## src/rtl/ctrl_pkg.sv

```systemverilog
// ctrl_pkg: shared definitions for the LEGv8 ID-stage control unit.
//   - opcode match patterns (value + care-mask, 11-bit instr[31:21])
//   - aluop_e  : ALU operation codes
//   - ctrl_t   : ID/EX control bundle
//   - state_e  : issue FSM states
//   - opc_hit  : masked opcode compare
//   - reads_b  : whether a decoded instruction reads its second register
package ctrl_pkg;

    // Pattern/mask pairs; a 0 in the mask marks a don't-care opcode bit
    localparam logic [10:0] OPC_ADDI = 11'b10010001000;
    localparam logic [10:0] MSK_ADDI = 11'b11111111110;
    localparam logic [10:0] OPC_ADDS = 11'b10101011000;
    localparam logic [10:0] OPC_B    = 11'b00010100000;
    localparam logic [10:0] MSK_B    = 11'b11111100000;
    localparam logic [10:0] OPC_BLT  = 11'b01010100000;
    localparam logic [10:0] OPC_CBZ  = 11'b10110100000;
    localparam logic [10:0] MSK_CB   = 11'b11111111000;
    localparam logic [10:0] OPC_LDUR = 11'b11111000010;
    localparam logic [10:0] OPC_LSL  = 11'b11010011011;
    localparam logic [10:0] OPC_LSR  = 11'b11010011010;
    localparam logic [10:0] OPC_MUL  = 11'b10011011000;
    localparam logic [10:0] OPC_STUR = 11'b11111000000;
    localparam logic [10:0] OPC_SUBS = 11'b11101011000;
    localparam logic [10:0] MSK_ALL  = 11'b11111111111;

    typedef enum logic [2:0] {
        ALU_PASSB = 3'b000,
        ALU_SHIFT = 3'b001,
        ALU_ADD   = 3'b010,
        ALU_SUB   = 3'b011,
        ALU_MUL   = 3'b111
    } aluop_e;

    typedef struct packed {
        logic   reg2loc;
        logic   ubranch;
        logic   branch;
        logic   memread;
        logic   memtoreg;
        aluop_e aluop;
        logic   memwrite;
        logic   alusrc;
        logic   regwrite;
        logic   shiftdir;   // 0 = left, 1 = right
        logic   flagen;
    } ctrl_t;

    typedef enum logic {
        ST_IDLE     = 1'b0,
        ST_MUL_BUSY = 1'b1
    } state_e;

    function automatic logic opc_hit(input logic [10:0] opc,
                                     input logic [10:0] val,
                                     input logic [10:0] msk);
        return (opc & msk) == val;
    endfunction

    // Register-register ALU ops (no immediate, writes back) and the
    // reg2loc forms (STUR, CBZ) are the only ones that read Rm/Rt.
    function automatic logic reads_b(input ctrl_t c);
        return c.reg2loc | (~c.alusrc & c.regwrite);
    endfunction

endpackage

```

## src/rtl/ctrl_decode.sv

```systemverilog
// ctrl_decode: purely combinational opcode -> ctrl_t decoder.
// Ports:
//   opcode : instr[31:21]
//   ctrl   : decoded control bundle (all don't-care fields 0)
//   match  : 1 when opcode is one of the supported instructions
module ctrl_decode import ctrl_pkg::*; #(
    parameter int OPC_W = 11
) (
    input  logic [OPC_W-1:0] opcode,
    output ctrl_t            ctrl,
    output logic             match
);

    logic [10:0] opc;
    assign opc = 11'(opcode);

    always_comb begin
        ctrl  = '0;
        match = 1'b1;
        if (opc_hit(opc, OPC_ADDI, MSK_ADDI)) begin
            ctrl.aluop    = ALU_ADD;
            ctrl.alusrc   = 1'b1;
            ctrl.regwrite = 1'b1;
        end else if (opc_hit(opc, OPC_ADDS, MSK_ALL)) begin
            ctrl.aluop    = ALU_ADD;
            ctrl.regwrite = 1'b1;
            ctrl.flagen   = 1'b1;
        end else if (opc_hit(opc, OPC_SUBS, MSK_ALL)) begin
            ctrl.aluop    = ALU_SUB;
            ctrl.regwrite = 1'b1;
            ctrl.flagen   = 1'b1;
        end else if (opc_hit(opc, OPC_B, MSK_B)) begin
            ctrl.ubranch  = 1'b1;
        end else if (opc_hit(opc, OPC_BLT, MSK_CB)) begin
            ctrl.branch   = 1'b1;
        end else if (opc_hit(opc, OPC_CBZ, MSK_CB)) begin
            ctrl.reg2loc  = 1'b1;
            ctrl.branch   = 1'b1;
            ctrl.aluop    = ALU_PASSB;
        end else if (opc_hit(opc, OPC_LDUR, MSK_ALL)) begin
            ctrl.memread  = 1'b1;
            ctrl.memtoreg = 1'b1;
            ctrl.aluop    = ALU_ADD;
            ctrl.alusrc   = 1'b1;
            ctrl.regwrite = 1'b1;
        end else if (opc_hit(opc, OPC_STUR, MSK_ALL)) begin
            ctrl.reg2loc  = 1'b1;
            ctrl.aluop    = ALU_ADD;
            ctrl.memwrite = 1'b1;
            ctrl.alusrc   = 1'b1;
        end else if (opc_hit(opc, OPC_LSL, MSK_ALL)) begin
            ctrl.aluop    = ALU_SHIFT;
            ctrl.alusrc   = 1'b1;
            ctrl.regwrite = 1'b1;
        end else if (opc_hit(opc, OPC_LSR, MSK_ALL)) begin
            ctrl.aluop    = ALU_SHIFT;
            ctrl.alusrc   = 1'b1;
            ctrl.regwrite = 1'b1;
            ctrl.shiftdir = 1'b1;
        end else if (opc_hit(opc, OPC_MUL, MSK_ALL)) begin
            ctrl.aluop    = ALU_MUL;
            ctrl.regwrite = 1'b1;
        end else begin
            match = 1'b0;
        end
    end

endmodule

```

## src/rtl/pipe_ctrl_unit.sv

```systemverilog
// pipe_ctrl_unit: LEGv8 ID-stage control unit. Decodes the IF/ID opcode,
// registers the ID/EX control bundle, detects load-use hazards, holds the
// front end during multi-cycle MUL and honours EX branch flushes.
// Issue priority: flush > MUL busy > load-use hazard > normal issue.
// Optional feature macro: CTRL_ILLEGAL_TRAP_EN (unmatched opcodes set the
// sticky illegal flag and issue a bubble; otherwise they issue as a NOP).
// Ports:
//   clk, reset    : clock, asynchronous active-high reset
//   instr_valid   : IF/ID holds a valid instruction
//   opcode        : instr[31:21]
//   src_a, src_b  : Rn, Rm/Rt (after Reg2Loc)
//   dst           : Rd/Rt
//   branch_taken  : EX taken branch, flushes the issuing slot
//   stall         : hold PC and IF/ID this cycle (combinational)
//   ctrl_q        : registered ID/EX control bundle
//   ctrl_valid    : ctrl_q is a real instruction
//   dst_q         : registered destination register
//   illegal       : sticky undecodable-opcode flag
module pipe_ctrl_unit import ctrl_pkg::*; #(
    parameter int OPC_W   = 11,
    parameter int RA_W    = 5,
    parameter int MUL_LAT = 3
) (
    input  logic             clk,
    input  logic             reset,
    input  logic             instr_valid,
    input  logic [OPC_W-1:0] opcode,
    input  logic [RA_W-1:0]  src_a,
    input  logic [RA_W-1:0]  src_b,
    input  logic [RA_W-1:0]  dst,
    input  logic             branch_taken,
    output logic             stall,
    output ctrl_t            ctrl_q,
    output logic             ctrl_valid,
    output logic [RA_W-1:0]  dst_q,
    output logic             illegal
);

    localparam int CNT_W = $clog2(MUL_LAT + 1);

    ctrl_t            dec_ctrl;
    logic             dec_match;
    logic             hazard;
    state_e           state_q, state_n;
    logic [CNT_W-1:0] cnt_q, cnt_n;
    ctrl_t            ctrl_n;
    logic             vld_n;
    logic [RA_W-1:0]  dst_n;

    ctrl_decode #(.OPC_W(OPC_W)) u_dec (
        .opcode (opcode),
        .ctrl   (dec_ctrl),
        .match  (dec_match)
    );

    // X31 is XZR: a load targeting it never creates a dependency
    assign hazard = instr_valid && ctrl_valid && ctrl_q.memread &&
                    (dst_q != RA_W'(31)) &&
                    ((dst_q == src_a) || (reads_b(dec_ctrl) && (dst_q == src_b)));

`ifdef CTRL_ILLEGAL_TRAP_EN
    logic illegal_q, illegal_n;
    assign illegal = illegal_q;
`else
    assign illegal = 1'b0;
`endif

    always_comb begin
        state_n = state_q;
        cnt_n   = cnt_q;
        ctrl_n  = '0;
        vld_n   = 1'b0;
        dst_n   = '0;
        stall   = 1'b0;
`ifdef CTRL_ILLEGAL_TRAP_EN
        illegal_n = illegal_q;
`endif
        if (branch_taken) begin
            state_n = ST_IDLE;
            cnt_n   = '0;
        end else if (state_q == ST_MUL_BUSY) begin
            stall = 1'b1;
            cnt_n = cnt_q - CNT_W'(1);
            if (cnt_q == CNT_W'(1)) begin
                state_n = ST_IDLE;
            end
        end else if (hazard) begin
            stall = 1'b1;
        end else if (instr_valid) begin
            if (dec_match) begin
                ctrl_n = dec_ctrl;
                vld_n  = 1'b1;
                dst_n  = dst;
                if ((dec_ctrl.aluop == ALU_MUL) && (MUL_LAT > 1)) begin
                    state_n = ST_MUL_BUSY;
                    cnt_n   = CNT_W'(MUL_LAT - 1);
                end
            end else begin
`ifdef CTRL_ILLEGAL_TRAP_EN
                illegal_n = 1'b1;
`else
                vld_n = 1'b1;
                dst_n = dst;
`endif
            end
        end
    end

    // ID/EX boundary
    always_ff @(posedge clk or posedge reset) begin
        if (reset) begin
            state_q    <= ST_IDLE;
            cnt_q      <= '0;
            ctrl_q     <= '0;
            ctrl_valid <= 1'b0;
            dst_q      <= '0;
        end else begin
            state_q    <= state_n;
            cnt_q      <= cnt_n;
            ctrl_q     <= ctrl_n;
            ctrl_valid <= vld_n;
            dst_q      <= dst_n;
        end
    end

`ifdef CTRL_ILLEGAL_TRAP_EN
    always_ff @(posedge clk or posedge reset) begin
        if (reset) begin
            illegal_q <= 1'b0;
        end else begin
            illegal_q <= illegal_n;
        end
    end
`endif

endmodule

```

## config.mk

```make
export PLATFORM = sky130hd
export DESIGN_NAME = pipe_ctrl_unit
export DESIGN_NICKNAME = d
export VERILOG_FILES = /design/src/rtl/ctrl_pkg.sv /design/src/rtl/ctrl_decode.sv /design/src/rtl/pipe_ctrl_unit.sv
export SDC_FILE = /design/constraint.sdc
export NUM_CORES = 1
export LEC_CHECK = 0
export CAP_MARGIN = 10
export CORE_MARGIN = 10
export CORE_UTILIZATION = 39
export CTS_BUF_LIST = sky130_fd_sc_hd__clkbuf_8
export CTS_CLUSTER_SIZE = 12
export DETAILED_ROUTE_END_ITERATION = 6
export PLACE_DENSITY_LB_ADDON = 0.08
export RECOVER_POWER = 100
export SYNTH_ARGS = -nofsm -noshare
export SYNTH_HDL_FRONTEND = slang
export SYNTH_SLANG_ARGS = --single-unit
```

## constraint.sdc

```tcl
create_clock -name clk -period 3.63 [get_ports clk]
set_input_delay 0.5445 -clock clk [delete_from_list [all_inputs] [get_ports clk]]
set_output_delay 0.5445 -clock clk [all_outputs]
set_load 0.01 [all_outputs]
```

==> results.toml, run 1 <==
[synth]
ys_seq_area_share_pct = 45.70
ys_warn_count = 0
synthCells = 114
yosysTopAreaCell = "dfrtp_1"
ys_ff_latch = 21
synth.distinct_cells = 39
synth_enable_flop_cells = 0
synthArstFlopShare_pct = 100.0
synth.most_common_cell = "dfrtp_1"
syn_area_per_cell_sq_um = 10.09
syn_area_sq_um = 1150
yosysTopAreaCellShare_pct = 45.70
ys.flop_type = "dfrtp_1"
syn_nets = 145
yosys-top-cells-count = "dfrtp_1 (21), nor2_1 (12), and3_1 (8), nand2_1 (7), xor2_1 (6)"
synth.top_cells.by_area = "dfrtp_1 (46%), xor2_1 (4.6%), and3_1 (4.4%)"

[status]
status = "finished, final reports clean"

[global_routing]
grt_pass1_vias = 1143
overflow = 0
grt_pass1_wl_um = 5306
grt_max_degree = 22
grt_use_total_pct = 11.96
grt_antenna_before_repair = 0

[place]
dp_hpwl_um = 2655
portBuffers = 49
place_congestion = 0.8619

[setup_path]
end_kind = "primary output"
cp-start-kind = "primary input"
crit_fanout = 2
r2r_start = "state_q"
criticalPathCategory = "primary input to primary output"
crit_required_ps = 3090
critPathLaunch = "opcode[0]"
arrival_ps = 2830

[floorplanning]
initial_core_util_pct = 41.34
io_pins = 51
die_area_sq_um = 5520
rows = 19
fp.dieW_um = 74.30
die_y_um = 74.30
core_sq_um = 2781

[cts]
cts_sinks = 21
cts_htree_levels = 1
holdBufCountCts = 0
clk_latency_ps = 260
clockBufferDepth = 2
clk_pin_slew_ps = 80
cts_resized = 0
cts_setup_buffers = 0
cts_buffers = 3
cts_tree = "built"
root_buffer = "clkbuf_8"

[job]
max-cap-violations = 0

[timing]
worstMarginPinSlew_ps = 801.1
max_freq_mhz = 296.3
setup_violations = 0
holdWs_ps = 584.1
fin_skew_ps = 1.953
fin_setup_tns_ps = 0
fin_crit_ps = 3375
rsz0062_at_grt = "no"
drv_slew = 0
maxSlewHeadroom_pct = 46.23
hold_viol_final = 0
fin_crit_sh_pct = 92.98

[route]
dr.pass1.iters = 4
antenna_left = 0
vias = 1060
viasPerCell = 5.196
routedWlPerCell_um = 15.77
drc = 0
dr.first_iter.drc_count = 30
wl_um = 3217

[finish]
nFillCells = 261
area_growth_pct = 51.80
nets = 205
drive_gt1_share_pct = 12.72
antennaDiodeCount = 0

[worst_hold_path]
hold_path_class = "register to register"
min_from = "cnt_q[1]"

[power]
p_leak_nw = 0.8182
powerDensity_nw_per_um2 = 270.8
ir_drop_uv = 219.8
[flip-flops by register name, indices dropped and copies added, names as in the netlist]
signal and flops:
cnt_q 2, ctrl_q 12, dst_q 5, state_q 1, ctrl_valid 1
[per-layer routing]
layer / vias up / GRT usage (%) / wire length, um
met2: 40 / 19.32 / 1460
met4: 0 / 3.659 / 30
li1: 529 / - / -
met1: 487 / 14.06 / 1416
met5: - / 0 / 0
met3: 4 / 5.186 / 309
[report_power, final]
group / internal [mW] / total [mW] / switching, mW
registers: 0.237 / 0.240 / 0.00327
logic: 0.0479 / 0.0803 / 0.0325
clock network: 0.0764 / 0.152 / 0.0761
total: 0.361 / 0.473 / 0.112
[kinds of logic (layout without fill, tap and decap cells)]
| group | after synthesis | after routing | share of synthesized area, % |
|---|---|---|---|
| XOR/XNOR | 11 | 11 | 8.378 |
| AND/OR/NAND/NOR | 57 | 57 | 31.45 |
| multiplexers | 1 | 1 | 0.8705 |
| flip-flops | 21 | 21 | 45.70 |
| other | 1 | 1 | 0.3261 |
| AO/OA/AOI/OAI | 15 | 15 | 8.270 |
| buffers and inverters | 7 | 66 | 3.917 |
| adder cells (fa/ha/maj) | 1 | 1 | 1.088 |
[placed cells by master (no fill, tap or decap), types with 5 or more instances in the layout]
cell type / synthesis / routed
buf_4: 3 / 8
nand2_1: 7 / 7
a21oi_1: 5 / 5
clkdlybuf4s50_1: 0 / 26
and3_1: 8 / 8
dlygate4sd3_1: 0 / 22
xor2_1: 6 / 6
dfrtp_1: 21 / 21
nor2_1: 12 / 12
xnor2_1: 5 / 5
[critical path, stage by stage]
cell and delay [ps]:
dlygate4sd3_1 580, or4b_4 530, or3_1 420, and4_4 170, or3_1 330, o21ai_0 80
clkbuf_1 190
[area by class of cell]
class	instances	area (sq um)	share of cell area, %
clock buffers	3	41.29	2.366
clock inverters	1	5.005	0.2867
inverters	3	11.26	0.6452
multi-input cells	86	568.0	32.54
flip-flops and latches	21	525.5	30.11
well taps	31	38.79	2.222
repair buffers	59	555.5	31.83
[stage by stage]
stage | cell area, sq um | utilization (%) | instances | total power, mW | setup slack [ps]
finish | 1745 | 62.75 | 204 | 0.4726 | 254.7
detailed placement | 1720 | 61.85 | 200 | 0.3274 | 12.76
global route | 1745 | 62.75 | 204 | 0.4949 | 180.0
floorplan | 1150 | - | 114 | 0.2740 | 925.4
global placement | 1720 | 61.85 | 200 | 0.3258 | 21.37
CTS | 1767 | 63.52 | 204 | 0.4805 | 7.813
[final timing paths]
check	endpoint	slack [ps]	depth (start not counted)
hold / removal	cnt_q[1]	580	2
setup / recovery	stall	250	7
max in group asynchronous	dst_q[4]	2270	2
setup reg to reg	ctrl_q[1]	1480	4
min in group asynchronous	ctrl_q[0]	870	2
hold reg to reg	cnt_q[1]	580	2
No activity file was read; power rests on OpenSTA's default activity.
==> inputs of run 2 (changes only) <==
--- a/config.mk
+++ b/config.mk
@@ -8,7 +8,6 @@
 export CAP_MARGIN = 10
 export CORE_MARGIN = 10
 export CORE_UTILIZATION = 39
-export CTS_BUF_LIST = sky130_fd_sc_hd__clkbuf_8
 export CTS_CLUSTER_SIZE = 12
 export DETAILED_ROUTE_END_ITERATION = 6
 export PLACE_DENSITY_LB_ADDON = 0.08
==> run 2 against run 1 <==
  * Final cell count unchanged
  * Flip-flop and latch count unchanged
  * Sequential power about the same
  * Critical path type unchanged
  * Critical endpoint unchanged
  * Largest cell class unchanged
  * Highest routed layer unchanged
==> results.toml, run 2 (synthesis gave the netlist of run 1 again) <==
[route]
dr.pass1.iters = 4
top_layer = "met4"
dr.first_iter.drc_count = 32
wl_um = 3231
drc = 0
wl_met3_um = 281
drt-met1-wl_um = 1443
antenna_left = 0
viasPerCell = 5.157
routedWlPerCell_um = 15.84
wl_met2_um = 1491
vias = 1052

[worst_hold_path]
hold_path_class = "register to register"
min_from = "cnt_q[1]"
hold_path_end = "cnt_q[1]"
whs_path_depth = 2

[timing]
drv_slew = 0
fin_ws_ps = 249.7
maxSlewHeadroom_pct = 14.53
holdWs_ps = 594.4
fin_crit_ps = 3380
setup_violations = 0
fin_skew_ps = 8.225
fin_crit_sh_pct = 93.12
worstMarginPinSlew_ps = 1269
max_freq_mhz = 295.8
rsz0062_at_grt = "no"
fin_setup_tns_ps = 0
hold_viol_final = 0

[place]
portBuffers = 49
dp.cells = 200
dp_hpwl_um = 2655
place_ws_ps = 12.76
place_congestion = 0.8619

[global_routing]
overflow = 0
grt_pass1_vias = 1153
grt_use_total_pct = 11.90
grt_antenna_before_repair = 0
grt_max_degree = 22
grt_pass1_wl_um = 5319

[setup_path]
criticalPathCategory = "primary input to primary output"
r2r_end = "ctrl_q[10]"
crit_required_ps = 3090
r2r_cells = 5
end_kind = "primary output"
arrival_ps = 2840
reg2reg_setup_slack_ps = 1180
crit_fanout = 2
cp-start-kind = "primary input"
r2r_start = "dst_q[0]"

[floorplanning]
rows = 19
core_sq_um = 2781
die_area_sq_um = 5520
io_pins = 51
initial_core_util_pct = 41.34
fp.dieW_um = 74.30
die_y_um = 74.30

[finish]
largest_reg_flops = 12
utilization_pct = 62.08
finalNonFillerCells = 204
final_cell_mix = "clkdlybuf4s50_1 (26), dlygate4sd3_1 (22), dfrtp_1 (21), nor2_1 (12)"
top_regs = "ctrl_q x12, dst_q x5, cnt_q x2"
drive_gt1_share_pct = 12.72
area_growth_pct = 50.16
regMostFlops = "ctrl_q"
nFillCells = 262
nets = 205
final_common_cell = "clkdlybuf4s50_1"
antennaDiodeCount = 0

[cts]
holdBufCountCts = 0
clockBufferDepth = 2
cts_tree = "built"
clk_pin_slew_ps = 120
clk_latency_ps = 310
cts_sinks = 21
cts_htree_levels = 1
cts_buffers = 3
root_buffer = "clkbuf_4"

[power]
ir_drop_uv = 182.8
powerDensity_nw_per_um2 = 252.8
p_leak_nw = 0.8106

[status]
status = "finished, final reports clean"

[job]
max-cap-violations = 0
[run 2: cell counts in the layout (fill, tap and decap cells not counted)]
No cell type changed its count.
[run 2: metal layers]
layer,vias to the layer above,track usage (%)
met5,-,0
met3,2,4.787
met1,489,14.06
met2,32,19.41
met4,0,3.659
li1,529,-
[run 2: how the worst max path moves through the flow]
| stage | from | end | cells past startpoint |
|---|---|---|---|
| 2_1_floorplan | opcode[9] | stall | 6 |
| 3_3_place_gp | opcode[1] | stall | 7 |
| 3_5_place_dp | opcode[0] | stall | 7 |
| 4_1_cts | opcode[0] | stall | 7 |
| 5_1_grt | opcode[0] | ctrl_q[10] | 7 |
| 6_report | opcode[0] | stall | 7 |
[run 2: worst max-delay path, cell delays in order]
cell	delay (ps)
dlygate4sd3_1	580
or4b_4	530
or3_1	420
and4_4	170
or3_1	330
o21ai_0	80
clkbuf_1	190
[run 2: area by class of cell]
cell class | instances | area, sq um | area share, %
sequential | 21 | 525.5 | 30.43
timing repair buffer | 59 | 555.5 | 32.17
clock buffer | 3 | 22.52 | 1.304
clock inverter | 1 | 5.005 | 0.2899
inverter | 3 | 11.26 | 0.6522
multi-input combinational | 86 | 568.0 | 32.90
tap | 31 | 38.79 | 2.246
[run 2: metrics by stage]
| stage | area [sq um] | power [mW] |
|---|---|---|
| 2_1_floorplan | 1150 | 0.2740 |
| 3_3_place_gp | 1720 | 0.3258 |
| 6_report | 1727 | 0.4366 |
| 4_1_cts | 1748 | 0.4415 |
| 3_5_place_dp | 1720 | 0.3274 |
| 5_1_grt | 1727 | 0.4563 |
[run 2: power by group]
part / internal, mW / total (mW) / switching [mW]
Sequential: 0.237 / 0.240 / 0.00328
Combinational: 0.0479 / 0.0804 / 0.0326
Clock: 0.0411 / 0.116 / 0.0751
Total: 0.326 / 0.437 / 0.111
[run 2: timing repair]
action                                 CTS  global route
setup endpoints to repair                0             1
buffers inserted                         0             0
gates resized for setup                  0             1
endpoints found under the hold margin    0             0
